[config.mk]
export PLATFORM = sky130hd
export DESIGN_NAME = seq_onehot_decoder
export DESIGN_NICKNAME = d
export VERILOG_FILES = /design/src/rtl/fuzzy_dec_pkg.sv /design/src/rtl/dec_dwell_timer.sv /design/src/rtl/seq_onehot_decoder.sv
export SDC_FILE = /design/constraint.sdc
export NUM_CORES = 1
export LEC_CHECK = 0
export BUFFER_PORTS_ARGS = -buffer_cell sky130_fd_sc_hd__clkbuf_2
export CORE_MARGIN = 2
export CORE_UTILIZATION = 55
export DETAILED_ROUTE_END_ITERATION = 7
export PLACE_DENSITY = 0.77
export RECOVER_POWER = 25
export SYNTH_ARGS = -nofsm -noshare
export SYNTH_HDL_FRONTEND = slang
export SYNTH_SLANG_ARGS = --single-unit
[constraint.sdc]
create_clock -name i_clk -period 2.5 [get_ports i_clk]
set_clock_uncertainty 0.05 [all_clocks]
set_input_delay 0.125 -clock i_clk [delete_from_list [all_inputs] [get_ports i_clk]]
set_output_delay 0.125 -clock i_clk [all_outputs]
set_load 0.01 [all_outputs]
[src/rtl/fuzzy_dec_pkg.sv]
// Shared types and helpers for the sequenced one-hot decoder.
// Helpers work on MAX_SEL_W-bit indices; callers cast to their own widths.
package fuzzy_dec_pkg;

    typedef enum logic [1:0] {
        IDLE   = 2'd0,
        DIRECT = 2'd1,
        SCAN   = 2'd2
    } dec_state_t;

    localparam int MAX_SEL_W = 8;
    localparam int MAX_OUT   = 2 ** MAX_SEL_W;

    function automatic logic [MAX_OUT-1:0] onehot(input logic [MAX_SEL_W-1:0] idx);
        logic [MAX_OUT-1:0] res;
        res      = '0;
        res[idx] = 1'b1;
        return res;
    endfunction

    // Reverses the low w bits of idx; bits above w come back zero.
    function automatic logic [MAX_SEL_W-1:0] bitrev(input logic [MAX_SEL_W-1:0] idx, input int w);
        logic [MAX_SEL_W-1:0] res;
        res = '0;
        for (int i = 0; i < MAX_SEL_W; i++) begin
            if (i < w) res = {res[MAX_SEL_W-2:0], idx[i]};
        end
        return res;
    endfunction

endpackage

[src/rtl/dec_dwell_timer.sv]
// Dwell timer: o_tick pulses on every DWELL-th cycle that i_run is high.
// i_clr restarts the count from zero and suppresses the tick.
module dec_dwell_timer #(
    parameter int DWELL = 4
) (
    input  logic i_clk,
    input  logic i_rst_n,
    input  logic i_clr,
    input  logic i_run,
    output logic o_tick
);

    localparam int            CW   = $clog2(DWELL + 1);
    localparam logic [CW-1:0] LAST = CW'(DWELL - 1);

    logic [CW-1:0] r_cnt;

    assign o_tick = i_run & ~i_clr & (r_cnt == LAST);

    always_ff @(posedge i_clk or negedge i_rst_n) begin
        if (!i_rst_n) begin
            r_cnt <= '0;
        end else if (i_clr) begin
            r_cnt <= '0;
        end else if (i_run) begin
            r_cnt <= o_tick ? '0 : r_cnt + 1'b1;
        end
    end

endmodule

[src/rtl/seq_onehot_decoder.sv]
// Registered SEL_W -> 2**SEL_W one-hot decoder with valid/ready input and an autonomous SCAN walk.
// SEQ_DEC_MSB_FIRST_EN: when defined, line indices are bit-reversed (legacy 3-to-8 mapping).
module seq_onehot_decoder
    import fuzzy_dec_pkg::*;
#(
    parameter int SEL_W = 3,
    parameter int DWELL = 4
) (
    input  logic                  i_clk,
    input  logic                  i_rst_n,
    input  logic                  i_en,
    input  logic                  i_mode,
    input  logic                  i_in_valid,
    output logic                  o_in_ready,
    input  logic [SEL_W-1:0]      i_sel,
    output logic [2**SEL_W-1:0]   o_out,
    output logic                  o_out_valid,
    output logic                  o_scan_wrap
);

    localparam int NUM_OUT = 2 ** SEL_W;

    dec_state_t         r_state;
    dec_state_t         w_state_nxt;
    logic [SEL_W-1:0]   r_idx;
    logic [SEL_W-1:0]   r_pend_line;
    logic               r_pend_vld;
    logic [NUM_OUT-1:0] r_out;
    logic               r_out_valid;
    logic               r_scan_wrap;

    logic               w_accept;
    logic               w_scan_run;
    logic               w_scan_enter;
    logic               w_tick;
    logic [SEL_W-1:0]   w_idx_inc;
    logic [SEL_W-1:0]   w_sel_line;
    logic [SEL_W-1:0]   w_scan_line;
    logic [NUM_OUT-1:0] w_sel_oh;
    logic [NUM_OUT-1:0] w_scan_oh;
    logic [NUM_OUT-1:0] w_pend_oh;

    assign w_idx_inc = r_idx + 1'b1;

`ifdef SEQ_DEC_MSB_FIRST_EN
    assign w_sel_line  = SEL_W'(bitrev(MAX_SEL_W'(i_sel), SEL_W));
    assign w_scan_line = SEL_W'(bitrev(MAX_SEL_W'(w_idx_inc), SEL_W));
`else
    assign w_sel_line  = i_sel;
    assign w_scan_line = w_idx_inc;
`endif

    assign w_sel_oh  = NUM_OUT'(onehot(MAX_SEL_W'(w_sel_line)));
    assign w_scan_oh = NUM_OUT'(onehot(MAX_SEL_W'(w_scan_line)));
    assign w_pend_oh = NUM_OUT'(onehot(MAX_SEL_W'(r_pend_line)));

    always_ff @(posedge i_clk or negedge i_rst_n) begin
        if (!i_rst_n) r_state <= IDLE;
        else          r_state <= w_state_nxt;
    end

    always_comb begin
        w_state_nxt = IDLE;
        if (i_en) w_state_nxt = i_mode ? SCAN : DIRECT;
    end

    always_comb begin
        o_in_ready   = i_rst_n & i_en & ~i_mode;
        w_accept     = o_in_ready & i_in_valid;
        w_scan_run   = (r_state == SCAN) & i_en & i_mode;
        w_scan_enter = (r_state != SCAN) & i_en & i_mode;
    end

    dec_dwell_timer #(.DWELL(DWELL)) u_dwell (
        .i_clk   (i_clk),
        .i_rst_n (i_rst_n),
        .i_clr   (~w_scan_run),
        .i_run   (w_scan_run),
        .o_tick  (w_tick)
    );

    // An accept in the SCAN->DIRECT switch cycle is parked one cycle so the line first reads zero.
    always_ff @(posedge i_clk or negedge i_rst_n) begin
        if (!i_rst_n) begin
            r_idx       <= '0;
            r_pend_line <= '0;
            r_pend_vld  <= 1'b0;
            r_out       <= '0;
            r_out_valid <= 1'b0;
            r_scan_wrap <= 1'b0;
        end else begin
            r_scan_wrap <= 1'b0;
            r_pend_vld  <= 1'b0;
            case (w_state_nxt)
                SCAN: begin
                    if (w_scan_enter) begin
                        r_idx       <= '0;
                        r_out       <= NUM_OUT'(1);
                        r_out_valid <= 1'b1;
                    end else if (w_tick) begin
                        r_idx       <= w_idx_inc;
                        r_out       <= w_scan_oh;
                        r_scan_wrap <= &r_idx;
                    end
                end
                DIRECT: begin
                    r_idx <= '0;
                    if (r_state == SCAN) begin
                        r_out       <= '0;
                        r_out_valid <= 1'b0;
                        r_pend_vld  <= w_accept;
                        r_pend_line <= w_sel_line;
                    end else if (w_accept) begin
                        r_out       <= w_sel_oh;
                        r_out_valid <= 1'b1;
                    end else if (r_pend_vld) begin
                        r_out       <= w_pend_oh;
                        r_out_valid <= 1'b1;
                    end
                end
                default: begin
                    r_idx       <= '0;
                    r_out       <= '0;
                    r_out_valid <= 1'b0;
                end
            endcase
        end
    end

    assign o_out       = r_out;
    assign o_out_valid = r_out_valid;
    assign o_scan_wrap = r_scan_wrap;

endmodule
==> flow_summary_export.csv, run 1 <==
group,metric,value,unit
status,status,"finished clean",
setup_path,end_kind,"register",
die,die_y,50.7,um
setup_path,critPathKind,"input port to register",
power,pwr-share-comb,0.135,
min_path,hold_class,"input port to register",
layout,final_core_util,0.668,
placed_design,place_area,1290,um2
setup_path,slowest_delay,520,ps
yosys,synth_warnings,0,
clock_network,cts_setup_buffers,0,
power,p_per_area,522,nW/um2
grt,grt_max_degree,20,
clock_network,clockBufferDepth,2,
power,switching_share,0.271,
die,die_x,50.7,um
grt,grt_use_total,0.239,
yosys,synthTopCellsByCount,"22 x dfrtp_1, 10 x nand2_1, 7 x a21oi_1, 7 x clkbuf_1, 7 x nor2_1",
setup_path,crit_top_cell,"nand4b_1",
clock_network,cts_tree,"yes",
timing,tns,0,ps
timing,worstMarginPinSlew,481,ps
die,core,2000,um2
timing,setup_violations,0,
layout,final_cell_area,1340,um2
drt,wl,2590,um
power,p_seq_frac,0.585,
die,start_util,0.598,
setup_path,cp.required,2650,ps
yosys,avgSynthCellArea,10.1,um2
die,boundaryPins,19,
setup_path,worstPathMaxFanout,11,
clock_network,cts_sinks,22,
yosys,yosysTopAreaCell,"dfrtp_1",
power,irDropWorstVdd,0.489,mV
drt,num_vias,1006,
layout,synthToLayoutAreaGrowth,11.6,%
drt,drc_errors,0,
setup_path,crit_path_cell_trace,"dlygate4sd3_1 > clkbuf_1 > nand4b_1 > nand4b_1 > a21oi_1 > a221o_1",
yosys,async_flop_share,1.00,
power,p_sw,0.000189,W
yosys,dominantRegCellSynth,"dfrtp_1",
yosys,synth_top_area_frac,0.460,
setup_path,cp_num_buf_inv,2,
drt,drt_iter0_drc,22,
yosys,synth_area_leaders,"dfrtp_1 46%, nand4b_1 4.4%, ha_1 4.2%",
yosys,ys_seq_area_frac,0.460,
clock_network,cts_buffers,3,
drt,dr.pass1.iters,4,
die,row_count,16,
timing,slew_headroom,0.678,
clock_network,path_clk_slew,120,ps
job,max_cap_viol_count,0,
grt,grt_pass1_wl,4610,um
timing,fmax,530,MHz
layout,drive_above_1_share,0.239,
setup_path,cp.arrival,2040,ps
power,p_clk_frac,0.280,
layout,layout.nets,147,
clock_network,htree_levels,1,
yosys,yosysMostFrequentCell,"dfrtp_1",
grt,overflow,0,
timing,rsz0062_at_grt,"no",
yosys,yosys.cell_types.count,35,
placed_design,place_inst,156,
grt,antenna_found_initial,0,
timing,setup_ws,614,ps
yosys,synth_nets,131,
timing,period_share,0.754,
layout,final_cells,161,
placed_design,post-place-ws,849,ps
yosys,synth-edff-count,0,
yosys,synth_seq_cells,22,
setup_path,critPathLaunchType,"input port",
drt,routedWlPerCell,16.1,um
timing,hold_viol,0,
clock_network,clk_latency,310,ps
power,p_leak,0.614,nW
placed_design,port_buffers,18,
timing,drv_slew,0,
placed_design,dpl.hpwl,1920,um
grt,grt_pass1_vias,1006,
power,p_int,0.000508,W
yosys,netlist_area,1200,um2
layout,diodes,0,
setup_path,path_delay_family,"buffers and inverters",
timing,layout_min_cycle_time,1890,ps
placed_design,place_congestion,0.850,
clock_network,cts-root-buf,"clkbuf_4",
setup_path,slowest_stage,"dlygate4sd3_1",
yosys,syn_inst,119,
drt,ant_nets,0,
drt,avgViaCountPerCell,6.25,
die,dieArea,2570,um2
==> sequential cells by signal (all words and copies together) (netlist names) <==
register	cells
r_state	2
u_dwell.r_cnt	3
o_scan_wrap	1
r_pend_vld	1
r_idx	3
r_pend_line	3
o_out	8
o_out_valid	1
==> power groups by stage <==
| stage | Clock (W) | Sequential [W] | Combinational, W |
|---|---|---|---|
| global route | 0.000212 | 0.000410 | 0.000108 |
| detailed placement | 0 | 0.000412 | 0.0000943 |
| floorplan | 0 | 0.000389 | 0.0000845 |
| CTS | 0.000198 | 0.000406 | 0.0000955 |
| finish | 0.000195 | 0.000408 | 0.0000943 |
| global placement | 0 | 0.000410 | 0.0000905 |
==> cell families (layout without fill, tap and decap cells) <==
kind of cell    count (synthesis)  in the layout  share of synthesized area
compound gates                 25             25                      0.146
xor+xnor                        1              1                    0.00732
fa+ha+maj                       4              4                     0.0418
buf+inv                        10             25                     0.0334
flops                          22             22                      0.460
mux                             3              3                     0.0282
simple gates                   54             54                      0.283
==> worst reg2reg max path, stage by stage (launching register included) <==
cell	delay [ps]
dfrtp_1	480
ha_1	250
ha_1	320
nor2b_1	160
a221o_1	320
==> layout by cell type, fill, tap and decap left out, drive strengths merged <==
cell	count
dfrtp	22
clkbuf	22
nand2	10
nor2	7
a21oi	7
nand4b	6
nor3	5
o21ai	5
nor4b	5
ha	4
nand2b	4
nor2b	3
and3	3
a32oi	3
mux2	3
a221o	3
and2	2
a31oi	2
nor4	2
nand4	2
and4b	2
inv	1
nor3b	1
or3	1
nand3	1
a32o	1
o221ai	1
a22oi	1
o211ai	1
o221a	1
xnor2	1
dlygate4sd3	1
buf	1
==> layout make-up <==
type                    count  area, um2
clock buffers               4       36.3
well taps                  27       33.8
multi-input cells          87        607
repair buffers             20        105
flip-flops and latches     22        551
fillers                   165        666
inverters                   1       3.75
==> through the flow <==
step,power (W),hold WS [ps]
after floorplan,0.000473,-221
after global placement,0.000500,-84.6
after detailed placement,0.000506,-81.1
after CTS,0.000699,84.9
after global routing,0.000729,117
final,0.000697,104
==> what timing repair did <==
item	in CTS	in global routing
resized for setup	0	0
hold buffers	1	0
endpoints found under the hold margin	22	0
==> final timing paths <==
path	start	end	slack (ps)	depth (start not counted)
setup / recovery	i_rst_n	o_out[5]	610	6
hold / removal	i_mode	r_state[1]	100	2
setup reg to reg	r_idx[0]	o_out[5]	810	4
hold reg to reg	u_dwell.r_cnt[0]	u_dwell.r_cnt[0]	410	1
max in group asynchronous	i_rst_n	o_out[4]	1640	3
min in group asynchronous	i_rst_n	r_pend_vld	170	2
==> routing by layer <==
layer | share of wire | global-route usage
met1 | 0.47 | 0.319
met2 | 0.48 | 0.401
met3 | 0.048 | 0.0387
met4 | 0.0058 | 0.0676
met5 | 0 | 0
Power figures use the tool's default switching activity.
==> run 2: changes to the inputs <==
- CORE_UTILIZATION: 55 -> 49
- PLACE_DENSITY: 0.77 -> 0.72
- clock period: 2.5 -> 1.6 ns (I/O delays scaled with it)
==> run 2 against run 1 <==
Cell count rose by 4.3%. Critical path type is now register to register. Register-to-register slack got worse by 760 ps. Total power rose by 56%. Critical endpoint unchanged.
==> flow_summary_export.csv, run 2 (synthesis gave the netlist of run 1 again) <==
group,metric,value,unit
grt,grt_use_total,0.233,
setup_path,cp.arrival,1690,ps
die,boundaryPins,19,
drt,routedWlPerCell,17.2,um
drt,drc_errors,0,
setup_path,r2r_cells,3,
timing,worst_hold_slack,52.3,ps
die,die_x,53.4,um
clock_network,clockBufferDepth,2,
setup_path,r2r_start,"r_state[1]",
layout,synthToLayoutAreaGrowth,17.1,%
drt,drt_iter0_drc,26,
clock_network,cts_tree,"yes",
min_path,hold_class,"input port to register",
die,core,2250,um2
placed_design,dpl.hpwl,2100,um
timing,setup_violations,0,
setup_path,slowest_stage,"dfrtp_1",
setup_path,critPathKind,"register to register",
layout,largest_reg_flops,8,
setup_path,cp.required,1740,ps
setup_path,rrSetupSlack,50,ps
timing,layout_min_cycle_time,1550,ps
clock_network,cts_setup_buffers,0,
clock_network,cts_buffers,3,
layout,seq_area,551,um2
clock_network,path_clk_slew,120,ps
setup_path,worstPathMaxFanout,7,
layout,final_cell_area,1400,um2
drt,wl,2900,um
layout,final_common_cell,"dfrtp_1",
timing,period_share,0.968,
grt,grt_pass1_vias,988,
layout,final_cell_mix,"22 x dfrtp_1, 10 x nand2_1, 10 x clkbuf_2, 8 x clkbuf_1",
timing,fmax,646,MHz
timing,worstMarginPinSlew,836,ps
min_path,holdPathStages,2,
placed_design,port_buffers,18,
layout,diodes,0,
placed_design,place_congestion,0.799,
power,design_power_total,0.00108,W
layout,drive_above_1_share,0.257,
die,row_count,17,
grt,antenna_found_initial,0,
layout,multi_input_area,632,um2
drt,dr.pass1.iters,4,
grt,grt_pass1_wl,4740,um
power,p_leak,0.619,nW
drt,avgViaCountPerCell,6.25,
job,max_cap_viol_count,0,
drt,ant_nets,0,
layout,nFillCells,212,
layout,layout.nets,153,
setup_path,critPathLaunchType,"register",
die,die_y,53.4,um
power,p_per_area,773,nW/um2
min_path,hold_path_startpoint,"i_mode",
grt,grt_max_degree,19,
timing,drv_slew,0,
setup_path,r2r-end,"o_out[5]",
timing,hold_viol,0,
die,start_util,0.531,
min_path,min_to,"r_state[1]",
clock_network,cts_sinks,22,
drt,num_vias,1050,
clock_network,clk_latency,300,ps
setup_path,end_kind,"register",
timing,slew_headroom,0.441,
placed_design,post-place-ws,50.6,ps
timing,setup_ws,51.2,ps
clock_network,cts-root-buf,"clkbuf_4",
clock_network,htree_levels,1,
setup_path,slowest_delay,430,ps
grt,overflow,0,
placed_design,place_area,1330,um2
timing,tns,0,ps
setup_path,crit_path_cell_trace,"and4b_2 > a32o_2 > a221o_1",
power,irDropWorstVdd,0.481,mV
die,dieArea,2860,um2
status,status,"finished clean",
## run 2: changes by cell type in the layout (fill, tap and decap cells not counted), sizes merged
cell,previous run,this run
dlygate4sd3,1,2
buf,1,6
## run 2: routing by layer
| metal | up-vias | GRT usage | routed length (um) |
|---|---|---|---|
| li1 | 492 | - | - |
| met5 | - | 0 | 0 |
| met4 | 0 | 0.0598 | 28 |
| met2 | 30 | 0.389 | 1480 |
| met1 | 524 | 0.320 | 1250 |
| met3 | 4 | 0.0254 | 140 |
## run 2: report_power, final
part	total (W)	switching [W]	internal (W)
registers	0.000633	0.0000486	0.000584
logic	0.000151	0.0000788	0.0000718
clock network	0.000301	0.000163	0.000139
total	0.00108	0.000290	0.000794
## run 2: final cells by class
class | instances | share of cell area
timing repair buffer | 26 | 0.103
inverter | 1 | 0.00268
clock buffer | 4 | 0.0259
multi-input combinational | 87 | 0.450
sequential | 22 | 0.393
tap | 28 | 0.0250
## run 2: what timing repair did
action | in CTS | in global routing
endpoints found under the hold margin | 22 | 0
setup endpoints to repair | 0 | 6
resized for setup | 0 | 5
hold buffers | 2 | 0
## run 2: worst max-delay path by stage
stage               startpoint        to  slack (ps)  cells after the start
finish              r_state[1]  o_out[5]          50                      3
global route          r_idx[0]  o_out[0]         -20                      6
CTS                   r_idx[0]  o_out[0]          20                      6
detailed placement    r_idx[0]  o_out[0]          50                      6
global placement      r_idx[0]  o_out[0]          60                      6
floorplan             r_idx[0]  o_out[5]          20                      4
## run 2: stage by stage
stage / std cells / utilization
2_1_floorplan: 119 / -
3_3_place_gp: 162 / 0.590
3_5_place_dp: 162 / 0.590
4_1_cts: 168 / 0.615
5_1_grt: 168 / 0.622
6_report: 168 / 0.622
## run 2: critical path, delay by kind of cell, from the launching register on
family	cells	cell delay, ps
AOI/OAI and AO/OA	2	660
DFF	1	430
and+or+nand+nor	1	300
==> run 3: changes to the inputs <==
- SLEW_MARGIN: unset -> 20
- clock period: 1.6 -> 1.4 ns (I/O delays scaled with it)
==> run 3 against run 2 <==
Via count grew 4.1%. Sequential share of layout area shrank 4.0 points. Register-to-register slack lost 100 ps. Hold slack lost 14 ps. Largest power group unchanged. Sequential cell count is the same. Highest routed layer unchanged. Critical path type unchanged. Non-clock buffer count grew 11. Critical endpoint is now o_out[7]. Clock-buffer cell count is the same. The run now ends with setup timing left.
==> flow_summary_export.csv, run 3 (synthesis gave the netlist of run 1 again) <==
group,metric,value,unit
power,p_leak,0.670,nW
setup_path,critPathKind,"register to register",
placed_design,place_area,1430,um2
power,p_clk_frac,0.278,
die,dieArea,2860,um2
timing,worstMarginPinSlew,777,ps
layout,diodes,0,
min_path,hold_class,"input port to register",
clock_network,clockBufferDepth,2,
power,p_seq_frac,0.568,
grt,grt_util_met3,0.0424,
layout,largest_reg_flops,8,
power,design_power_total,0.00127,W
status,status,"finished, violations left",
timing,setup_violations,4,
timing,slew_headroom,0.480,
drt,wl,3030,um
timing,tns,-121,ps
die,die_y,53.4,um
layout,final_cell_area,1570,um2
drt,ant_nets,0,
clock_network,path_clk_slew,130,ps
timing,fmax,690,MHz
grt,overflow,0,
die,die_x,53.4,um
layout,final_common_cell,"dfrtp_1",
setup_path,worstPathMaxFanout,3,
power,p_sw,0.000350,W
status,violations,"setup timing",
power,p_int,0.000922,W
grt,grt_pass1_vias,1079,
grt,antenna_found_initial,0,
die,core,2250,um2
grt,grt.busiest_layer,"met2",
timing,period_share,1.04,
layout,drive_above_1_share,0.377,
die,boundaryPins,19,
drt,drt_iter0_drc,40,
die,start_util,0.531,
timing,worst_hold_slack,38.1,ps
timing,drv_slew,0,
die,row_count,17,
power,irDropWorstVdd,0.580,mV
clock_network,cts_sinks,22,
timing,rsz0062_at_grt,"yes",
grt,grt.met1_usage,0.323,
timing,hold_viol,0,
clock_network,htree_levels,1,
drt,routedWlPerCell,16.9,um
grt,grt_pass1_wl,5050,um
clock_network,cts_buffers,3,
layout,synthToLayoutAreaGrowth,30.7,%
clock_network,clk_latency,300,ps
setup_path,end_kind,"register",
layout,final_core_util,0.694,
clock_network,cts-root-buf,"clkbuf_4",
layout,final_cell_mix,"21 x dfrtp_1, 16 x buf_4, 11 x clkbuf_2, 10 x nand2_1",
job,max_cap_viol_count,0,
timing,setup_ws,-50.0,ps
drt,num_vias,1093,
placed_design,dpl.hpwl,2150,um
setup_path,critPathLaunchType,"register",
drt,drc_errors,0,
setup_path,cp.required,1550,ps
power,switching_share,0.275,
placed_design,place_congestion,0.811,
grt,grt_use_total,0.246,
grt,grt_max_degree,18,
placed_design,port_buffers,18,
setup_path,cp.arrival,1600,ps
power,pwr-share-comb,0.154,
drt,dr.pass1.iters,4,
layout,layout.nets,164,
power,p_per_area,813,nW/um2
grt,grt_util_met2,0.397,
timing,layout_min_cycle_time,1450,ps
drt,avgViaCountPerCell,6.11,
clock_network,cts_tree,"yes",
-- run 3: cell types whose count changed in the layout (fill, tap and decap cells not counted), sizes merged --
cell	delta
buf	+10
clkbuf	+1
-- run 3: worst max-delay path: stages (launching register included) --
cell and delay, ps:
dfrtp_1 440, ha_4 200, ha_4 220, nor2b_4 120, a221o_1 310
-- run 3: stage by stage --
| step | std cells | worst slack (ps) |
|---|---|---|
| 2_1_floorplan | 119 | -39.9 |
| 3_3_place_gp | 168 | -19.6 |
| 3_5_place_dp | 168 | -78.2 |
| 4_1_cts | 178 | -30.9 |
| 5_1_grt | 179 | -83.4 |
| 6_report | 179 | -50.0 |
-- run 3: power groups by stage --
stage | Clock (W) | Combinational [W] | Sequential, W
2_1_floorplan | 0 | 0.000151 | 0.000694
3_3_place_gp | 0 | 0.000175 | 0.000731
3_5_place_dp | 0 | 0.000182 | 0.000732
4_1_cts | 0.000357 | 0.000192 | 0.000720
5_1_grt | 0.000404 | 0.000214 | 0.000732
6_report | 0.000354 | 0.000196 | 0.000723
-- run 3: final timing paths --
kind                                  start               end  slack (ps)  depth (start not counted)
max                                r_idx[1]          o_out[7]         -50                          4
min                                  i_mode          o_out[0]          40                          3
max reg2reg                        r_idx[1]          o_out[7]         -50                          4
min reg2reg                u_dwell.r_cnt[0]  u_dwell.r_cnt[0]         460                          1
max in group asynchronous           i_rst_n          r_idx[0]         130                          3
min in group asynchronous           i_rst_n       o_out_valid         410                          3
-- run 3: metal layers --
| layer | vias to the layer above | share of wire |
|---|---|---|
| met3 | 4 | 0.053 |
| met2 | 34 | 0.50 |
| met1 | 542 | 0.44 |
| met4 | 0 | 0.0096 |
| met5 | - | 0 |
| li1 | 513 | - |
-- run 3: final cells by class --
| type | count | area (um2) |
|---|---|---|
| multi-input combinational | 87 | 709 |
| fill | 178 | 689 |
| sequential | 22 | 552 |
| timing repair buffer | 37 | 229 |
| clock buffer | 4 | 36.3 |
| tap | 28 | 35.0 |
| inverter | 1 | 3.75 |
-- run 3: what timing repair did --
| action | in CTS | in global routing |
|---|---|---|
| hold buffers | 2 | 0 |
| cloned | 0 | 0 |
| endpoints found under the hold margin | 22 | 0 |
| gates resized for setup | 5 | 4 |
| endpoints found under the setup margin | 5 | 11 |
| pin swaps | 5 | 5 |
| buffers inserted | 4 | 1 |
